<file path="src/rtl/operand_fetch_regfile.sv">
// Register file with two registered read ports, one write port and write-to-read bypass.
// Feeds the rotate stage with a one-cycle operand-fetch latency.
module operand_fetch_regfile #(
    parameter int unsigned DATA_W = 16,
    parameter int unsigned ADDR_W = 3
) (
    input  logic              clk,
    input  logic              rst_n,
    input  logic              rd_valid,
    input  logic [ADDR_W-1:0] ra_addr,
    input  logic [ADDR_W-1:0] rb_addr,
    input  logic              wr_en,
    input  logic [ADDR_W-1:0] wr_addr,
    input  logic [DATA_W-1:0] wr_data,
    output logic [DATA_W-1:0] op_a,
    output logic [DATA_W-1:0] op_b,
    output logic              op_valid
);

    localparam int unsigned NUM_REGS = 2 ** ADDR_W;

    logic [DATA_W-1:0] regs [NUM_REGS];
    logic              wr_live_c;
    logic [DATA_W-1:0] a_c;
    logic [DATA_W-1:0] b_c;

    // Writes to register 0 are dropped, so they never hit the bypass either.
    assign wr_live_c = wr_en && (wr_addr != '0);

    // Per-port read mux: r0 is hardwired zero, a same-cycle write wins over stored data.
    always_comb begin
        a_c = '0;
        b_c = '0;
        if (ra_addr != '0) begin
            a_c = (wr_live_c && (wr_addr == ra_addr)) ? wr_data : regs[ra_addr];
        end
        if (rb_addr != '0) begin
            b_c = (wr_live_c && (wr_addr == rb_addr)) ? wr_data : regs[rb_addr];
        end
    end

    // Storage and operand registers; reset drops any fetch in flight.
    always_ff @(posedge clk) begin
        if (!rst_n) begin
            for (int i = 0; i < int'(NUM_REGS); i++) begin
                regs[i] <= '0;
            end
            op_a     <= '0;
            op_b     <= '0;
            op_valid <= 1'b0;
        end else begin
            if (wr_live_c) begin
                regs[wr_addr] <= wr_data;
            end
            op_valid <= rd_valid;
            if (rd_valid) begin
                op_a <= a_c;
                op_b <= b_c;
            end
        end
    end

endmodule
</file>
<file path="config.mk">
export PLATFORM = sky130hd
export DESIGN_NAME = operand_fetch_regfile
export DESIGN_NICKNAME = d
export VERILOG_FILES = /design/src/rtl/operand_fetch_regfile.sv
export SDC_FILE = /design/constraint.sdc
export NUM_CORES = 1
export LEC_CHECK = 0
export CAP_MARGIN = 20
export CORE_ASPECT_RATIO = 1.25
export CORE_MARGIN = 2
export CORE_UTILIZATION = 40
export CTS_CLUSTER_DIAMETER = 80
export DETAILED_ROUTE_END_ITERATION = 6
export GPL_TIMING_DRIVEN = 0
export SYNTH_ARGS = -nofsm -noshare
export SYNTH_HDL_FRONTEND = slang
export SYNTH_SLANG_ARGS = --single-unit
</file>
<file path="constraint.sdc">
create_clock -name clk -period 2.6 [get_ports clk]
set_input_delay 0.65 -clock clk [delete_from_list [all_inputs] [get_ports clk]]
set_output_delay 0.65 -clock clk [all_outputs]
set_load 0.05 [all_outputs]
</file>
After elaboration in Yosys (flattened, before gate mapping)
Memories as Yosys holds them, arrays and structs flattened.
Index checks and enable logic that the tools add are counted.
- bits in registers: 33
- bits in writable memories: 128
- input bits: 29
- output and inout bits: 33
- word-level logic and storage cells: 24
- memories: 1
- memory list (name ; words ; bits a word ; rd ports ; clocked after memory_dff ; write ports ; RTL line ; RTL):
    regs ; 8 ; 16 ; 2 ; 0 ; 8 ; 22 ; logic [DATA_W-1:0] regs [NUM_REGS];
- equal/unequal tests: 2
- muxes and demuxes: 11
- reductions and logical operators: 7
- operator list (operator ; number):
    16-bit two-way mux ; 5
    16-bit OR reduction ; 1
    3-bit nonzero test ; 3
    3-bit equality test ; 2
    1-bit two-way mux ; 5
    1-bit logical AND ; 3
    3-bit two-way mux ; 1

Depth between registers and ports, before layout
- depth after elaboration: 7
- mapped depth: 7
- gate-level depth less buffers: 4

Worst setup path before layout
No wires, ideal clock.
- path kind: input-to-reg
- start: input rst_n
- end: memory regs[2][0] (enable)
- library setup time: 0.411 ns
- arrival: 2.266 ns
- data required time: 2.189 ns
- slack: -0.077 ns
- stages: 3
- path buffers: 1
- path through: clkbuf_1 > nand3b_1 > o21ai_0
- RTL lines (element ; RTL line ; RTL):
    start: declaration ; 8 ; input logic rst_n,
    end: declaration ; 22 ;

==> qor.yml <==
worst_hold_path:
  hp-class: "reg2reg"
  holdPathStages: 1
  hp-start: "op_b[13]"
  min_to: "op_b[13]"
critical_path:
  start_kind: "primary input"
  r2r-end: "op_a[3]"
  rr_worst_depth: 4
  required_ns: 2.89
  cp.arrival_ns: 2.91
  r2r_slack_ns: 1.05
  cp-end-kind: "register"
  reg2reg_from: "regs[5][3]"
  critPathMaxFanout: 10
  crit_type: "in2reg"
floorplanning:
  die_h_um: 161
  dieArea_mm2: 0.0209
  start_util: 0.408
  core_mm2: 0.0194
  io_pins: 62
  die_w_um: 130
  rows: 57
global_route:
  grt_overflow: 0
  grt_start_max_net_pins: 17
  grt_pass1_wl_um: 32700
  antenna_found_initial: 1
  track_usage: 0.225
  grt_pass1_vias: 5205
sta:
  fin_crit_sh: 1.01
  tightestPinTransition_ns: 1.07
  clock.fmax_mhz: 382
  slew_headroom: 0.290
  hold_viol_final: 0
  rsz0062_at_grt: "true"
  maxSlewViolCount: 0
  layout_min_cycle_time_ns: 2.62
  fin_ws_ns: -0.0166
  skew_ns: 0.00911
  setup_violations: 9
yosys:
  syn_area_mm2: 0.00792
  ys.flop_type: "edfxtp_1"
  yosysTopAreaCell: "edfxtp_1"
  ys_warn_count: 0
  syn-instance-count: 510
  yosysUniqueCellTypes: 32
  synth_edf_count: 128
  synth.top_cell.area_share: 0.485
  synth-seq-cells: 161
  synth_common_cells: "edfxtp_1, and2_1, mux4_2, dfxtp_1"
  synth_most_common_cell: "edfxtp_1"
  synth.area.top_cells: "edfxtp_1, mux4_2, and2_1, dfxtp_1, a221o_1"
  syn_area_per_cell_um2: 15.5
  yosysSeqAreaShare: 0.569
  ys_async_sr_fraction: 0
clock_network:
  clockBufferDepth: 2
  clockRootBuffer: "clkbuf_16"
  cts.clk_slew.worst_paths_ns: 0.06
  numCtsBuffers: 17
  clk_latency_ns: 0.43
  cts_num_sinks: 161
  cts_tree: "yes"
  ctsHoldBuffers: 0
  h-tree-depth: 4
power:
  ir_worst_vdd_mv: 0.430
  p_leak_nw: 3.43
  powerDensity_mw_per_mm2: 675
placement:
  port_buffers: 53
  pre_cts_slack_ns: -1.38
  gp_congestion: 0.858
  dp_hpwl_um: 15300
cells_and_area:
  drive_above_1_share: 0.252
  fillCellCount: 1726
  post-route-util: 0.498
  multi_input_area_mm2: 0.00334
  final_nets: 636
  areaGrowthSynthToFinish_pct: 22.0
  regArea_mm2: 0.00450
detailed_routing:
  post_drt_wl_per_cell_um: 25.4
  firstDrtPassIters: 4
  viasPerCell: 5.60
  drc_errors: 0
  drtAntennaViolNets: 0
  drt_iter0_markers: 484
  drt_wl_total_um: 22500
  num_vias: 4961
status:
  violations: "setup timing"
  outcome: "finished with violations"
job:
  maxCapViolCount: 0
-- through the flow --
stage                     setup TNS [ns]  area [um2]  hold WS, ns  total power (W)  cells
after floorplan                    -3.53        7970        0.772          0.00370    525
after global placement           -283.08        8840        0.467          0.00401    843
after detailed placement         -150.13        8960        0.477          0.00406    849
after CTS                          -6.88        9580        0.492          0.00652    882
after global routing               -1.12        9660        0.500          0.00672    885
final                            -0.0774        9660        0.486          0.00651    886
-- cell usage in the layout (no fill, tap or decap), types with 3 or more instances in the layout --
master / count
and2_1: 113
edfxtp_1: 128
o21ai_2: 3
buf_4: 8
buf_6: 7
mux2i_1: 32
clkbuf_16: 17
conb_1: 16
bufinv_16: 3
nor2_4: 3
clkinvlp_4: 3
buf_1: 3
o21ai_4: 3
xor2_1: 3
clkbuf_2: 10
nor2_1: 23
a221o_1: 32
clkinv_2: 4
mux4_2: 64
clkbuf_1: 11
xnor2_1: 3
buf_2: 6
buf_8: 5
nor2_2: 13
clkdlybuf4s50_1: 53
dfxtp_1: 33
-- power breakdown --
group	internal (W)	leakage, nW	total, W	switching, W
registers	0.00296	1.50	0.00306	0.0000955
logic	0.000418	1.65	0.000959	0.000542
clock network	0.00150	0.279	0.00250	0.00100
total	0.00488	3.43	0.00651	0.00164
-- worst max-delay path by stage --
stage / start / to / slack (ns) / depth (start not counted)
3_5_place_dp: wr_addr[2] / regs[4][13] / -1.38 / 4
3_3_place_gp: rst_n / regs[1][11] / -2.30 / 4
5_1_grt: wr_addr[2] / regs[7][8] / -0.07 / 5
4_1_cts: wr_addr[2] / regs[4][7] / -0.14 / 5
6_report: wr_addr[2] / regs[7][13] / -0.02 / 5
2_1_floorplan: rst_n / regs[2][0] / -0.08 / 3
-- cell type report --
class	count	share of cell area
well taps	265	0.0343
multi-input cells	325	0.346
inverters	1	0.000777
clock buffers	20	0.0452
flip-flops and latches	161	0.466
plain buffers	38	0.0238
diodes	1	0.000259
repair buffers	63	0.0687
clock inverters	12	0.0146
-- critical path, stage by stage --
cell	delay, ns
clkdlybuf4s50_1	0.66
nand3_1	0.40
nor2_2	0.48
clkbuf_1	0.50
and2_1	0.21
-- layer usage --
metal  vias to the layer above  part of all wire  routed length (um)  GRT usage
met5                         -                 0                   0          0
met4                         0             0.036                 808      0.117
met3                        53             0.059                1330     0.0335
met2                       197              0.54               12100      0.394
met1                      2532              0.37                8300      0.266
li1                       2179                 -                   -          -
-- state kept, by name, summed over array words and instances (netlist names) --
signal	flops
regs	128
op_b	16
op_a	16
op_valid	1
-- logic make-up after synthesis --
logic type | Yosys count | share of synthesized area
and+or+nand+nor | 163 | 0.119
DFF | 161 | 0.569
muxes | 96 | 0.223
AOI/OAI and AO/OA | 44 | 0.0540
buffers and inverters | 39 | 0.0281
xor gates and xnor gates | 6 | 0.00664
other | 1 | 0.000474
-- what timing repair did --
action / in CTS / in global routing
setup endpoints to repair: 146 / 134
buffers inserted: 1 / 3
pin swaps: 0 / 1
resized for setup: 15 / 13
(Power assumes the default switching activity.)
